--- src/rtl/bf16_mul_post_pipe.sv ---
// ---------------------------------------------------------------------------
// bf16_mul_post_pipe
//   Back end of the approximate BF16 multiplier. It takes the carry-save
//   mantissa product, the provisional exponent, the sign and the operand class
//   flags, and returns the packed BF16 product.
//   There are two valid/ready stages:
//     S1 : carry-propagate add of mults + multc
//     S2 : normalise, round, handle exceptions, pack
//   Throughput is one result per cycle. Latency is 2 cycles.
//
//   Optional feature macro: RNE_EN
//     defined   -> round-to-nearest-even in S2
//     undefined -> truncation; no guard/sticky logic is built
//
// Ports
//   clk, rst          rising-edge clock, asynchronous active-high reset
//   in_valid/in_ready upstream handshake
//   mults, multc      carry-save mantissa product (MS_W bits)
//   expt              signed provisional exponent, expa+expb-127 (EXP_W bits)
//   spd               product sign
//   in_cls            {is_nan, is_inf, is_zero}, OR-combined over both operands
//   out_valid/out_ready downstream handshake
//   product           packed BF16 result
//   ovf, unf          result overflowed to inf / flushed to zero
// ---------------------------------------------------------------------------
module bf16_mul_post_pipe #(
    parameter int EXP_W = 10,
    parameter int MS_W  = 17
) (
    input  logic             clk,
    input  logic             rst,
    input  logic             in_valid,
    output logic             in_ready,
    input  logic [MS_W-1:0]  mults,
    input  logic [MS_W-1:0]  multc,
    input  logic [EXP_W-1:0] expt,
    input  logic             spd,
    input  logic [2:0]       in_cls,
    output logic             out_valid,
    input  logic             out_ready,
    output logic [15:0]      product,
    output logic             ovf,
    output logic             unf
);

    localparam int STAGES = 2;
    localparam logic signed [EXP_W:0] E_MAX  = (EXP_W+1)'(255);
    localparam logic signed [EXP_W:0] E_ZERO = '0;
    localparam logic signed [EXP_W:0] E_ONE  = (EXP_W+1)'(1);

    typedef struct packed {
        logic [15:0]      p;
        logic [EXP_W-1:0] expt;
        logic             spd;
        logic [2:0]       cls;   // {nan, inf, zero}
    } s1_t;

    s1_t               s1_q;
    logic [STAGES:1]   vld_pipe;   // [1]=S1 valid, [2]=S2 valid
    logic              s2_adv;
    logic              s1_adv;
    logic [MS_W-1:0]   psum;

    // S2 drains when empty or the consumer takes it. S1 moves when it is
    // empty or S2 frees up. in_ready depends on out_ready, not on in_valid.
    assign s2_adv    = !vld_pipe[2] | out_ready;
    assign s1_adv    = !vld_pipe[1] | s2_adv;
    assign in_ready  = !rst & s1_adv;
    assign out_valid = vld_pipe[2];

    // The sum is taken mod 2^MS_W. Only the low 16 bits are meaningful.
    assign psum = mults + multc;

    // ---------------- S2 combinational datapath ----------------
    logic signed [EXP_W:0] e_ext;
    logic signed [EXP_W:0] e_n;
    logic signed [EXP_W:0] e_r;
    logic [6:0]            frac_n;
    logic [6:0]            frac_r;
    logic [15:0]           prod_n;
    logic                  ovf_n;
    logic                  unf_n;
`ifdef RNE_EN
    logic                  guard;
    logic                  sticky;
    logic [7:0]            frac_inc;
`endif

    always_comb begin
        e_ext  = {s1_q.expt[EXP_W-1], s1_q.expt};
        e_n    = e_ext;
        frac_n = s1_q.p[13:7];
`ifdef RNE_EN
        guard  = s1_q.p[6];
        sticky = |s1_q.p[5:0];
`endif
        if (s1_q.p[15]) begin
            frac_n = s1_q.p[14:8];
            e_n    = e_ext + E_ONE;
`ifdef RNE_EN
            guard  = s1_q.p[7];
            sticky = |s1_q.p[6:0];
`endif
        end else if (!s1_q.p[14]) begin
            // Leading one fell to bit 13: a corner of the approximate mantissa
            frac_n = s1_q.p[12:6];
            e_n    = e_ext - E_ONE;
`ifdef RNE_EN
            guard  = s1_q.p[5];
            sticky = |s1_q.p[4:0];
`endif
        end

`ifdef RNE_EN
        frac_inc = {1'b0, frac_n} + {7'd0, guard & (sticky | frac_n[0])};
        frac_r   = frac_inc[6:0];
        // When the fraction wraps 7F->00, the implicit one moves up one place
        e_r      = e_n + {{EXP_W{1'b0}}, frac_inc[7]};
`else
        frac_r = frac_n;
        e_r    = e_n;
`endif

        ovf_n  = 1'b0;
        unf_n  = 1'b0;
        if (s1_q.cls[2] | (s1_q.cls[1] & s1_q.cls[0])) begin
            prod_n = 16'h7FC0;                        // canonical qNaN
        end else if (s1_q.cls[1]) begin
            prod_n = {s1_q.spd, 8'hFF, 7'h0};
        end else if (s1_q.cls[0]) begin
            prod_n = {s1_q.spd, 15'h0};
        end else if (e_r >= E_MAX) begin
            prod_n = {s1_q.spd, 8'hFF, 7'h0};
            ovf_n  = 1'b1;
        end else if (e_r <= E_ZERO) begin
            prod_n = {s1_q.spd, 15'h0};               // no subnormals
            unf_n  = 1'b1;
        end else begin
            prod_n = {s1_q.spd, e_r[7:0], frac_r};
        end
    end

    // Some bits are dropped on purpose: the carry-out of the add, and in the
    // truncating build the low product bits and the upper exponent bits.
    logic unused_bits;
    assign unused_bits = ^{psum[MS_W-1:16], e_r[EXP_W:8]
`ifndef RNE_EN
                           , s1_q.p[5:0]
`endif
                          };

    // ---------------- pipeline registers ----------------
    always_ff @(posedge clk or posedge rst) begin
        if (rst) begin
            vld_pipe <= '0;
            s1_q     <= '0;
            product  <= 16'h0000;
            ovf      <= 1'b0;
            unf      <= 1'b0;
        end else begin
            if (s1_adv) begin
                vld_pipe[1] <= in_valid;
                if (in_valid) begin
                    s1_q.p    <= psum[15:0];
                    s1_q.expt <= expt;
                    s1_q.spd  <= spd;
                    s1_q.cls  <= in_cls;
                end
            end
            if (s2_adv) begin
                vld_pipe[2] <= vld_pipe[1];
                if (vld_pipe[1]) begin
                    product <= prod_n;
                    ovf     <= ovf_n;
                    unf     <= unf_n;
                end
            end
        end
    end

endmodule

--- config.mk ---
export PLATFORM = sky130hd
export DESIGN_NAME = bf16_mul_post_pipe
export DESIGN_NICKNAME = d
export VERILOG_FILES = /design/src/rtl/bf16_mul_post_pipe.sv
export SDC_FILE = /design/constraint.sdc
export NUM_CORES = 1
export LEC_CHECK = 0
export BUFFER_PORTS_ARGS = -buffer_cell sky130_fd_sc_hd__buf_2
export CAP_MARGIN = 40
export CORE_MARGIN = 2
export CORE_UTILIZATION = 40
export DETAILED_ROUTE_END_ITERATION = 8
export HOLD_SLACK_MARGIN = 0.12
export PLACE_DENSITY = 0.65
export SYNTH_ARGS = -nofsm -noshare
export SYNTH_HDL_FRONTEND = slang
export SYNTH_SLANG_ARGS = --single-unit
--- constraint.sdc ---
create_clock -name clk -period 2.5 [get_ports clk]
set_input_delay 0.125 -clock clk [delete_from_list [all_inputs] [get_ports clk]]
set_output_delay 0.125 -clock clk [all_outputs]
set_load 0.02 [all_outputs]
; Yosys cells after proc, flatten, opt, wreduce, memory -nomap -nowiden
; Cells that the tools add are included.
[classes]
add_sub_neg = 3
magnitude_cmp = 2
mux = 18
bitwise = 5
reduce_logical = 5
[ops]
columns = op, count
row1 = 15-bit two-way mux, 4
row2 = 11-bit two-way mux, 2
row3 = 16-bit adder, 1
row4 = 16-bit two-way mux, 1
row5 = 7-bit two-way mux, 2
row6 = "10-bit by 2-bit adder with 11-bit output, second input constant", 1
row7 = "11-bit by 9-bit >= comparator with 1-bit output, second input constant", 1
row8 = "11-bit by 1-bit less-or-equal comparator with 1-bit output, second input constant", 1
row9 = "10-bit by 2-bit subtractor with 11-bit output, second input constant", 1
row10 = 1-bit two-way mux, 9
row11 = 2-bit AND reduction, 2
row12 = 1-bit logical NOT, 3
row13 = 1-bit bitwise OR, 3
row14 = 1-bit bitwise AND, 2
[word_totals]
ff_bits = 50
input_bits = 52
out_inout_bits = 20

; Depth between registers and ports, before layout
; Gate-level depths: netlist (run 1).
[logic_depth]
depth_word = 9
mapped_depth = 9
mapped_depth_nobuf = 9

; Worst setup path after synthesis (run 1)
; No wires, ideal clock.
[synth_path]
path_kind = register to register
startpoint = register s1_q (netlist bit e_ext[0])
endpoint = register product[6]
setup_ns = 0.123
t_arrival_ns = 2.427
path_slack_ns = -0.050
stages_incl_launch_ff = 9
path_buffers = 0
synth_period_minus_slack_ns = 2.550
cell_sequence = dfrtp_1 -> inv_1 -> ha_1 -> or3b_1 -> a211oi_1 -> nand3_1 -> or4_4 -> a21o_4 -> o221a_1
[synth_between]
elab_chain_len = 9
word_cells_on_any_way = 11
classes_between = add/sub: 2 / order compare: 2 / mux: 7
[synth_rtl]
columns = item, line
row1 = start: declaration, 58  ; s1_t s1_q;
row2 = 10-bit by 2-bit subtractor with 11-bit output, 107  ; e_n = e_ext - E_ONE;
row3 = 11-bit two-way mux, 104  ; end else if (!s1_q.p[14]) begin
row4 = 11-bit two-way mux (*), 97  ; if (s1_q.p[15]) begin
row5 = 11-bit by 1-bit less-or-equal comparator with 1-bit output, 135  ; end else if (e_r <= E_ZERO) begin
row6 = 15-bit two-way mux, 135
row7 = 15-bit two-way mux (*), 132  ; end else if (e_r >= E_MAX) begin
row8 = 15-bit two-way mux (*), 130  ; end else if (s1_q.cls[0]) begin
row9 = 15-bit two-way mux (*), 128  ; end else if (s1_q.cls[1]) begin
row10 = 16-bit two-way mux (*), 126  ; if (s1_q.cls[2] | (s1_q.cls[1] & s1_q.cls[0])) begin
row11 = end signal: assignment, 173  ; product <= prod_n;
row12 = end: declaration, 41  ; output logic [15:0] product,
; Mark *: on every way between the ends. The rest lies on a longest branch, timed or not.
; A chain may end at the register's enable or synchronous reset.

; Worst setup path after layout (run 1)
[layout_path]
startpoint = register s1_q[29] (netlist bit)
endpoint = register product[6]
[layout_between]
elab_chain_len = 7
word_cells_on_any_way = 9
classes_between = order compare: 2 / mux: 7
[layout_rtl]
columns = item, line
row1 = 11-bit two-way mux, 97
row2 = 11-bit by 1-bit less-or-equal comparator with 1-bit output, 135
row3 = 15-bit two-way mux, 135
row4 = 15-bit two-way mux (*), 132
row5 = 15-bit two-way mux (*), 130
row6 = 15-bit two-way mux (*), 128
row7 = 16-bit two-way mux (*), 126
; Marked as above.

==> results of run 1 <==
-- metal layers --
metal / wire length [um] / share of wire, %
met2: 3130 / 47
met5: 0 / 0
met1: 3120 / 47
met4: 101 / 1.5
met3: 266 / 4.0
-- power breakdown --
part	total [W]	switching, W	internal [W]
clock network	0.000483	0.000259	0.000224
registers	0.000937	0.000110	0.000828
logic	0.000918	0.000484	0.000433
-- cell usage after synthesis, types with 2 or more instances --
library cell	instances
a211o_1	2
a211oi_1	6
a21o_1	3
a21oi_1	19
a221oi_1	2
a31oi_1	6
and2_1	2
and3_1	4
clkbuf_1	10
dfrtp_1	44
ha_1	16
inv_1	7
mux2_2	14
mux2i_1	6
nand2_1	40
nand2b_1	5
nand3_1	7
nand4_1	4
nor2_1	21
nor2b_1	2
nor3_1	11
nor4_2	2
o21a_1	3
o21ai_0	16
o21ai_1	5
o22ai_1	2
o31ai_1	5
or2_2	2
or3_1	5
or4_4	2
xnor2_1	4
xor2_1	7
-- flip-flops by register name, summed over array words and instances (netlist names) --
signal,cells
product,16
s1_q,14
e_ext,10
vld_pipe,2
ovf,1
unf,1
-- final timing paths --
path | startpoint | to | slack, ns | cells past startpoint
max | s1_q[29] | product[6] | -0.09 | 7
min reg2reg | product[3] | product[3] | 0.49 | 2
max reg2reg | s1_q[29] | product[6] | -0.09 | 7
max in group asynchronous | rst | s1_q[29] | 1.57 | 4
min in group asynchronous | rst | product[3] | 0.52 | 4
min | mults[15] | s1_q[29] | 0.27 | 4
-- critical path, cell delays in order, from the launching register on --
cell,delay (ns)
dfrtp_2,0.44
or4_4,0.56
o32ai_4,0.22
xor2_1,0.26
nand2_1,0.09
or4_4,0.45
a21o_4,0.24
o221a_1,0.22
-- cells in the final DEF, fill, tap and decap left out, drive strengths merged, types with 3 or more instances in the layout --
master / instances
inv: 7
a21oi: 19
a21o: 4
nand4: 4
dlygate4sd3: 18
buf: 95
nand2b: 5
mux2: 14
xor2: 7
nand2: 40
ha: 16
a211oi: 6
nor4: 3
and3: 4
o21ai: 21
o31ai: 6
or3: 5
xnor2: 4
dfrtp: 44
mux2i: 6
nand3: 7
a31oi: 6
o21a: 3
nor3: 11
clkbuf: 6
nor2: 21
-- area by class of cell --
class / instances / share of cell area, %
Clock buffer: 6 / 2.15
Clock inverter: 2 / 0.391
Inverter: 7 / 0.684
Multi-Input combinational cell: 245 / 45.8
Sequential cell: 44 / 28.7
Tap cell: 96 / 3.13
Timing Repair Buffer: 113 / 19.2
-- stage by stage --
| step | setup WS [ns] | cell area (um2) | utilization, % | cells |
|---|---|---|---|---|
| after CTS | -0.0422 | 3720 | 54.4 | 511 |
| after floorplan | 0.0136 | 2850 | - | 309 |
| after global routing | -0.156 | 3840 | 56.2 | 513 |
| final | -0.0856 | 3840 | 56.2 | 513 |
| after detailed placement | -0.0574 | 3420 | 50.0 | 483 |
| after global placement | -0.00869 | 3420 | 50.0 | 483 |
-- cell families (layout without fill, tap and decap cells) --
| family | count (synthesis) | count (layout) | synth area share [%] |
|---|---|---|---|
| DFF | 44 | 44 | 38.8 |
| and+or+nand+nor | 113 | 113 | 20.0 |
| adders and majority gates | 16 | 16 | 7.05 |
| AOI/OAI and AO/OA | 85 | 85 | 20.2 |
| muxes | 20 | 20 | 7.67 |
| xor gates and xnor gates | 11 | 11 | 3.39 |
| buffers and inverters | 20 | 128 | 2.95 |
-- timing repair --
action	4_1_cts	5_1_grt
pin swaps	2	13
hold buffers	18	0
resized for setup	1	23
setup buffers	2	2
setup endpoints to repair	7	16
hold endpoints to repair	60	0
==> flow_summary.toml, run 1 <==
[outcome]
status = "finished, violations left"
violations = "negative setup slack"

[cells_and_area]
antennaDiodeCount = 0
areaGrowthSynthToFinish_pct = 35.4
finalNetCount = 484
multi_input_area_mm2 = 0.00176
drive_above_1_share_pct = 35.0
seqCellArea_mm2 = 0.00110
fill_cells = 639

[sta]
min_period_over_period_pct = 103
fin_tns_setup_ns = -0.105
slew_headroom_pct = 63.5
rsz0062_at_grt = "true"
setup_viol = 3
layout_setup_ws_ns = -0.0856
tightest_slew_ns = 0.547
fin_crit_ns = 2.59
clock_skew_ns = 0.00693
hold-worst-slack_ns = 0.272
fmax_mhz = 387
hold_viol = 0
drv_slew = 0

[synthesis]
seq_area_frac_synth_pct = 38.8
synthArstFlopShare_pct = 100
netlist_area_mm2 = 0.00284
syn_inst = 309
synth_top_area_share_pct = 38.8
synth_flop_cell = "dfrtp_1"
syn_nets = 377
yosys-top-cells-area = "dfrtp_1 39%, ha_1 7.1%, mux2_2 5.6%"
synth-edff-count = 0
yosys.area.top_type = "dfrtp_1"
ys_ff_latch = 44
syn_avg_cell_area_um2 = 9.18
yosysUniqueCellTypes = 57
yosysWarnings = 0

[global_route]
grtUsageTotal_pct = 18.1
grt.busiest_layer = "met2"
antenna_found_initial = 0
grt_pass1_vias = 2489
grt.overflow.total = 0
grt_max_degree = 45
use_met3_pct = 2.89
grtUsageMet1_pct = 23.2
grt_pass1_wl_um = 11200
met2_usage_pct = 31.6

[die]
die_x_um = 88.2
die-area_mm2 = 0.00778
placementRows = 30
core_mm2 = 0.00683
dieHeight_um = 88.2
initial_core_util_pct = 41.5
ioPinCount = 72

[setup_path]
startpoint_type = "register"
cp-end-kind = "register"
worstPathArrival_ns = 2.78
worstPathRequired_ns = 2.69
critical_path_peak_fanout = 6
crit_type = "register to register"

[placed_design]
hpwlAfterDp_um = 4730
gp_congestion = 0.837
io_buffers = 69

[detailed_routing]
drc = 0
drtPass1Iterations = 4
wl_per_cell_um = 12.9
drt-total-wl_um = 6620
antenna_left = 0
drt_iter0_markers = 102
routed_via_density = 5.08
vias = 2606

[power_and_ir_drop]
vdd_drop_max_v = 0.000224
finalPower_w = 0.00234
power_density_mw_per_mm2 = 609
leakagePower_nw = 1.73

[clock_tree]
cts_inserted_buffers = 5
htree_levels = 2
clk_pin_slew_worst_paths_ns = 0.09
cts_tree = "done"
cts.root.buffer_cell = "clkbuf_8"
clkLatencyLatePin_ns = 0.30
cts_buffer_depth = 2
clkSinkCount = 44

[job]
max_cap_viol_count = 0

[hold_path]
hp-class = "input port to register"
Note: power is estimated with default switching activity, not from simulation.
==> inputs of run 2 (changes only) <==
Clock period 2.5 ns to 2.1 ns, I/O delays scaled along.
==> flow_summary.toml, run 2 (same netlist as run 1, synthesis figures left out) <==
[clock_tree]
clkSinkCount = 44
cts.root.buffer_cell = "clkbuf_8"
cts_buffer_depth = 2
htree_levels = 2
clk_pin_slew_worst_paths_ns = 0.08
clkLatencyLatePin_ns = 0.30
cts_tree = "done"
cts_inserted_buffers = 5

[cells_and_area]
areaGrowthSynthToFinish_pct = 45.7
drive_above_1_share_pct = 40.4
fill_cells = 610
top_register = "product"
largest_register_ffs = 16
fin_area_mm2 = 0.00413
layout_commonest_cell = "buf_2"
finalNetCount = 513
layout_common_cells = "69 x buf_2, 50 x buf_4, 44 x dfrtp_1"
antennaDiodeCount = 0

[die]
ioPinCount = 72
initial_core_util_pct = 41.5
dieHeight_um = 88.2
die-area_mm2 = 0.00778
core_mm2 = 0.00683
die_x_um = 88.2
placementRows = 30

[global_route]
grt_pass1_wl_um = 12000
grtUsageTotal_pct = 19.4
grtUsageMet1_pct = 24.1
grt.busiest_layer = "met2"
use_met3_pct = 4.10
grt_pass1_vias = 2754
grt_max_degree = 37
met2_usage_pct = 33.4
antenna_found_initial = 0
grt.overflow.total = 0

[placed_design]
hpwlAfterDp_um = 5240
io_buffers = 69
place_worst_setup_slack_ns = -0.402
placed_cell_area_mm2 = 0.00364
gp_congestion = 0.838

[detailed_routing]
routed_via_density = 5.11
antenna_left = 0
drtPass1Iterations = 4
drc = 0
vias = 2768
wl_per_cell_um = 13.2
drt-total-wl_um = 7150
drt_iter0_markers = 94

[outcome]
violations = "negative setup slack"
status = "finished, violations left"

[setup_path]
critical_path_peak_fanout = 6
worstPathArrival_ns = 2.75
crit_chain = "buf_4 > or3_1 > o211a_1 > nor2_1 > nand3_1 > or4_4 > a21o_4 > o221a_1"
crit_type = "register to register"
slowest_stage = "or4_4"
cp_top_family = "simple AND/OR/NAND/NOR gates"
cp.buffers_inverters = 1
startpoint_type = "register"
cp-end-kind = "register"
worstPathRequired_ns = 2.29
critPathMaxStageDelay_ns = 0.50

[sta]
clock_skew_ns = 0.00487
layout_setup_ws_ns = -0.454
fin_crit_ns = 2.55
hold_viol = 0
setup_viol = 17
slew_headroom_pct = 51.0
drv_slew = 0
fin_tns_setup_ns = -6.24
rsz0062_at_grt = "true"
fmax_mhz = 392
min_period_over_period_pct = 122
tightest_slew_ns = 0.734

[power_and_ir_drop]
finalPower_w = 0.00293
power_density_mw_per_mm2 = 709
leakagePower_nw = 1.88
vdd_drop_max_v = 0.000275

[job]
max_cap_viol_count = 0

[hold_path]
hp-class = "input port to register"
-- run 2: cell types whose count changed in the layout (fill, tap and decap cells not counted), moves of 2 or more --
cell	previous run	this run
buf_4	24	50
buf_6	1	4
a21oi_1	18	16
a21oi_2	1	3
nor4_2	2	0
nor4_4	1	3
-- run 2: power breakdown --
group / internal (W) / switching, W
Clock: 0.000266 / 0.000300
Sequential: 0.000985 / 0.000116
Combinational: 0.000617 / 0.000648
-- run 2: cell type report --
type / count / area (um2) / area share (%)
Clock buffer: 6 / 82.6 / 2.00
Clock inverter: 2 / 15.0 / 0.363
Inverter: 7 / 26.3 / 0.636
Multi-Input combinational cell: 245 / 1820 / 44.1
Sequential cell: 44 / 1100 / 26.6
Tap cell: 96 / 120 / 2.91
Timing Repair Buffer: 142 / 966 / 23.4
-- run 2: worst reg2reg max path, stage by stage, from the launching register on --
cell and delay [ns]:
dfrtp_1 0.41, buf_4 0.16, or3_1 0.38, o211a_1 0.25, nor2_1 0.16, nand3_1 0.11, or4_4 0.50, a21o_4 0.25
o221a_1 0.23
-- run 2: final timing paths --
path	cells past startpoint	from	slack, ns	end
min reg2reg	2	product[15]	0.48	product[15]
max	8	s1_q[29]	-0.45	product[6]
min	4	mults[15]	0.25	s1_q[29]
max in group asynchronous	4	rst	0.96	e_ext[6]
max reg2reg	8	s1_q[29]	-0.45	product[6]
min in group asynchronous	3	rst	0.48	vld_pipe[2]
-- run 2: layer usage --
layer,wire length [um],vias to the layer above
met2,3570,67
met1,3210,1278
met4,113,0
li1,-,1414
met3,253,9
met5,0,-
-- run 2: timing repair --
action / in CTS / in global routing
setup endpoints to repair: 17 / 21
setup buffers: 2 / 6
resized for setup: 8 / 23
hold endpoints to repair: 31 / 0
pin swaps: 6 / 14
hold buffers: 18 / 0
-- run 2: stage by stage --
step / utilization, % / hold WS [ns] / instances
floorplan: - / 0.213 / 309
global placement: 53.3 / 0.277 / 510
detailed placement: 53.3 / 0.277 / 510
CTS: 58.2 / 0.244 / 537
global route: 60.5 / 0.278 / 542
finish: 60.5 / 0.250 / 542
==> inputs of run 3 (changes only) <==
Settings changed: ABC_AREA set to 1, ABC_CLOCK_PERIOD_IN_PS set to 2100, PLACE_DENSITY 0.65 to not set.
==> flow_summary.toml, run 3 <==
[sta]
setup_viol = 0
min_period_over_period_pct = 98.1
clock_skew_ns = 0.00830
hold_viol = 0
slew_headroom_pct = 70.7
rsz0062_at_grt = "true"
fin_tns_setup_ns = 0
fmax_mhz = 486
fin_crit_ns = 2.06
tightest_slew_ns = 0.435
hold-worst-slack_ns = 0.204
drv_slew = 0

[setup_path]
r2r_cells = 13
cp.depth = 13
crit_type = "register to register"
r2r-end = "product[2]"
critPathMaxStageDelay_ns = 0.43
cp.buffers_inverters = 1
startpoint_type = "register"
cp_top_family = "simple AND/OR/NAND/NOR gates"
worstPathRequired_ns = 2.34
worstPathArrival_ns = 2.30
cp-end-kind = "register"
slowest_stage = "dfrtp_1"
worst_r2r_startpoint = "e_ext[0]"
critical_path_peak_fanout = 4
crit_chain = "ha_2 > nand2_2 > nor2_4 > nand3_2 > nand2_2 > nand3_2 > nand2_4 > inv_4 > nor2_8 > nor2_4 > nor3_4 > nand2_4 > o21ai_2"
r2r_setup_slack_ns = 0.04

[synthesis]
syn_inst = 436
synthSimpleGateAreaFrac_pct = 32.9
synth_top_area_share_pct = 35.6
synth_compound_area_share_pct = 14.6
synthAdderAreaFrac_pct = 6.46
ys_ff_latch = 44
yosys-top-cells-area = "dfrtp_1 36%, nand2_1 15%, ha_1 6.5%"
syn_avg_cell_area_um2 = 7.10
synthArstFlopShare_pct = 100
synth_flop_cell = "dfrtp_1"
yosysMostFrequentCell = "nand2_1"
syn_nets = 504
muxShareOfSynthArea_pct = 0
netlist_area_mm2 = 0.00310
synth_xor_xnor_area_share_pct = 2.26
yosysUniqueCellTypes = 38
synth_top_family_by_area = "simple AND/OR/NAND/NOR gates"
yosysWarnings = 0
yosys.area.top_type = "dfrtp_1"
yosys-top-cells-count = "125 x nand2_1, 44 x dfrtp_1, 41 x inv_1"
seq_area_frac_synth_pct = 35.6
synth-edff-count = 0

[cells_and_area]
top_register = "product"
fill_cells = 778
areaGrowthSynthToFinish_pct = 32.3
layout_common_cells = "114 x nand2_1, 69 x buf_2, 41 x dfrtp_1"
fin_area_mm2 = 0.00410
layout_commonest_cell = "nand2_1"
fin_cells = 642
antennaDiodeCount = 0
largest_register_ffs = 16
finalNetCount = 607
drive_above_1_share_pct = 29.8
seqCellArea_mm2 = 0.00110
multi_input_area_mm2 = 0.00189

[detailed_routing]
drc = 0
drt_iter0_markers = 79
drtPass1Iterations = 4
vias = 3097
wl_per_cell_um = 12.0
drt-total-wl_um = 7720
antenna_left = 0
routed_via_density = 4.82

[hold_path]
worstHoldStart = "mults[15]"
hp-class = "input port to register"
holdPathStages = 4
whs_endpoint = "s1_q[29]"

[die]
die_x_um = 92.0
die-area_mm2 = 0.00846
core_mm2 = 0.00761
initial_core_util_pct = 40.7
ioPinCount = 72
dieHeight_um = 92.0
placementRows = 32

[global_route]
grt.overflow.total = 0
grt.busiest_layer = "met2"
antenna_found_initial = 0
met2_usage_pct = 33.3
grt_pass1_vias = 2939
grtUsageTotal_pct = 19.0
grt_pass1_wl_um = 13200
grtUsageMet1_pct = 24.6
use_met3_pct = 2.71
grt_max_degree = 25

[clock_tree]
cts_tree = "done"
clkSinkCount = 44
cts_buffer_depth = 2
htree_levels = 2
cts.root.buffer_cell = "clkbuf_8"
cts_inserted_buffers = 5
clkLatencyLatePin_ns = 0.31
clk_pin_slew_worst_paths_ns = 0.09

[placed_design]
hpwlAfterDp_um = 5710
gp_congestion = 0.823
placed_cell_area_mm2 = 0.00362
io_buffers = 69
dp.cells = 611

[power_and_ir_drop]
power_density_mw_per_mm2 = 800
power_frac_clock_pct = 20.9
vdd_drop_max_v = 0.000288
leakagePower_nw = 2.08
pwr-share-comb_pct = 43.3
pwr-share-seq_pct = 35.8
p_sw_share_pct = 40.8
switchingPower_w = 0.00134
p_int_w = 0.00194

[job]
max_cap_viol_count = 0

[outcome]
status = "completed"
-- run 3: cell count changes after synthesis, moves of 14 or more --
cell     previous run  this run
nand2_1            40       125
mux2_2             14         0
nand3_1             7        39
o21ai_0            16        35
inv_1               7        41
nor2_1             21        36
-- run 3: power groups by stage --
stage	Combinational (W)	Clock [W]	Sequential, W
after floorplan	0.000837	0	0.00123
after global placement	0.00125	0	0.00117
after detailed placement	0.00127	0	0.00118
after CTS	0.00130	0.000705	0.00116
after global routing	0.00161	0.000730	0.00120
final	0.00142	0.000685	0.00117
-- run 3: what timing repair did --
item / in CTS / in global routing
hold endpoints to repair: 60 / 0
setup buffers: 0 / 6
hold buffers: 16 / 0
gates resized for setup: 2 / 44
setup endpoints to repair: 6 / 17
cloned: 0 / 1
pin swaps: 1 / 21
-- run 3: area by class of cell --
| cell class | instances | share of cell area (%) |
|---|---|---|
| inverter | 48 | 4.52 |
| multi-input combinational | 333 | 46.0 |
| timing repair buffer | 107 | 16.6 |
| sequential | 44 | 27.0 |
| clock inverter | 3 | 1.13 |
| tap | 102 | 3.12 |
| clock buffer | 5 | 1.68 |
-- run 3: per-layer routing --
metal / vias to the layer above / share of wire (%)
li1: 1623 / -
met1: 1396 / 46
met2: 69 / 49
met3: 9 / 3.8
met4: 0 / 1.2
met5: - / 0
-- run 3: worst max path at each step --
stage,slack [ns],end,start
after floorplan,0.21,product[2],e_ext[0]
after global placement,0.03,product[5],s1_q[29]
after detailed placement,-0.02,product[4],e_ext[0]
after CTS,0.002,product[4],e_ext[0]
after global routing,-0.11,product[2],e_ext[0]
final,0.04,product[2],e_ext[0]
-- run 3: kinds of logic after synthesis --
family	after synthesis
flops	44
simple gates	227
xor+xnor	8
fa+ha+maj	16
compound gates	81
buf+inv	60
-- run 3: tightest hold or removal path, cell delays in order --
cell	delay [ns]
buf_2	0.08
xor2_1	0.07
xnor2_1	0.15
o21ai_0	0.07
-- run 3: metrics by stage --
stage | power [W] | utilization [%] | setup slack, ns
final | 0.00328 | 53.8 | 0.0404
after global routing | 0.00354 | 53.8 | -0.111
after CTS | 0.00316 | 51.2 | 0.00207
after detailed placement | 0.00244 | 47.5 | -0.0172
after global placement | 0.00242 | 47.5 | 0.0336
after floorplan | 0.00207 | - | 0.214
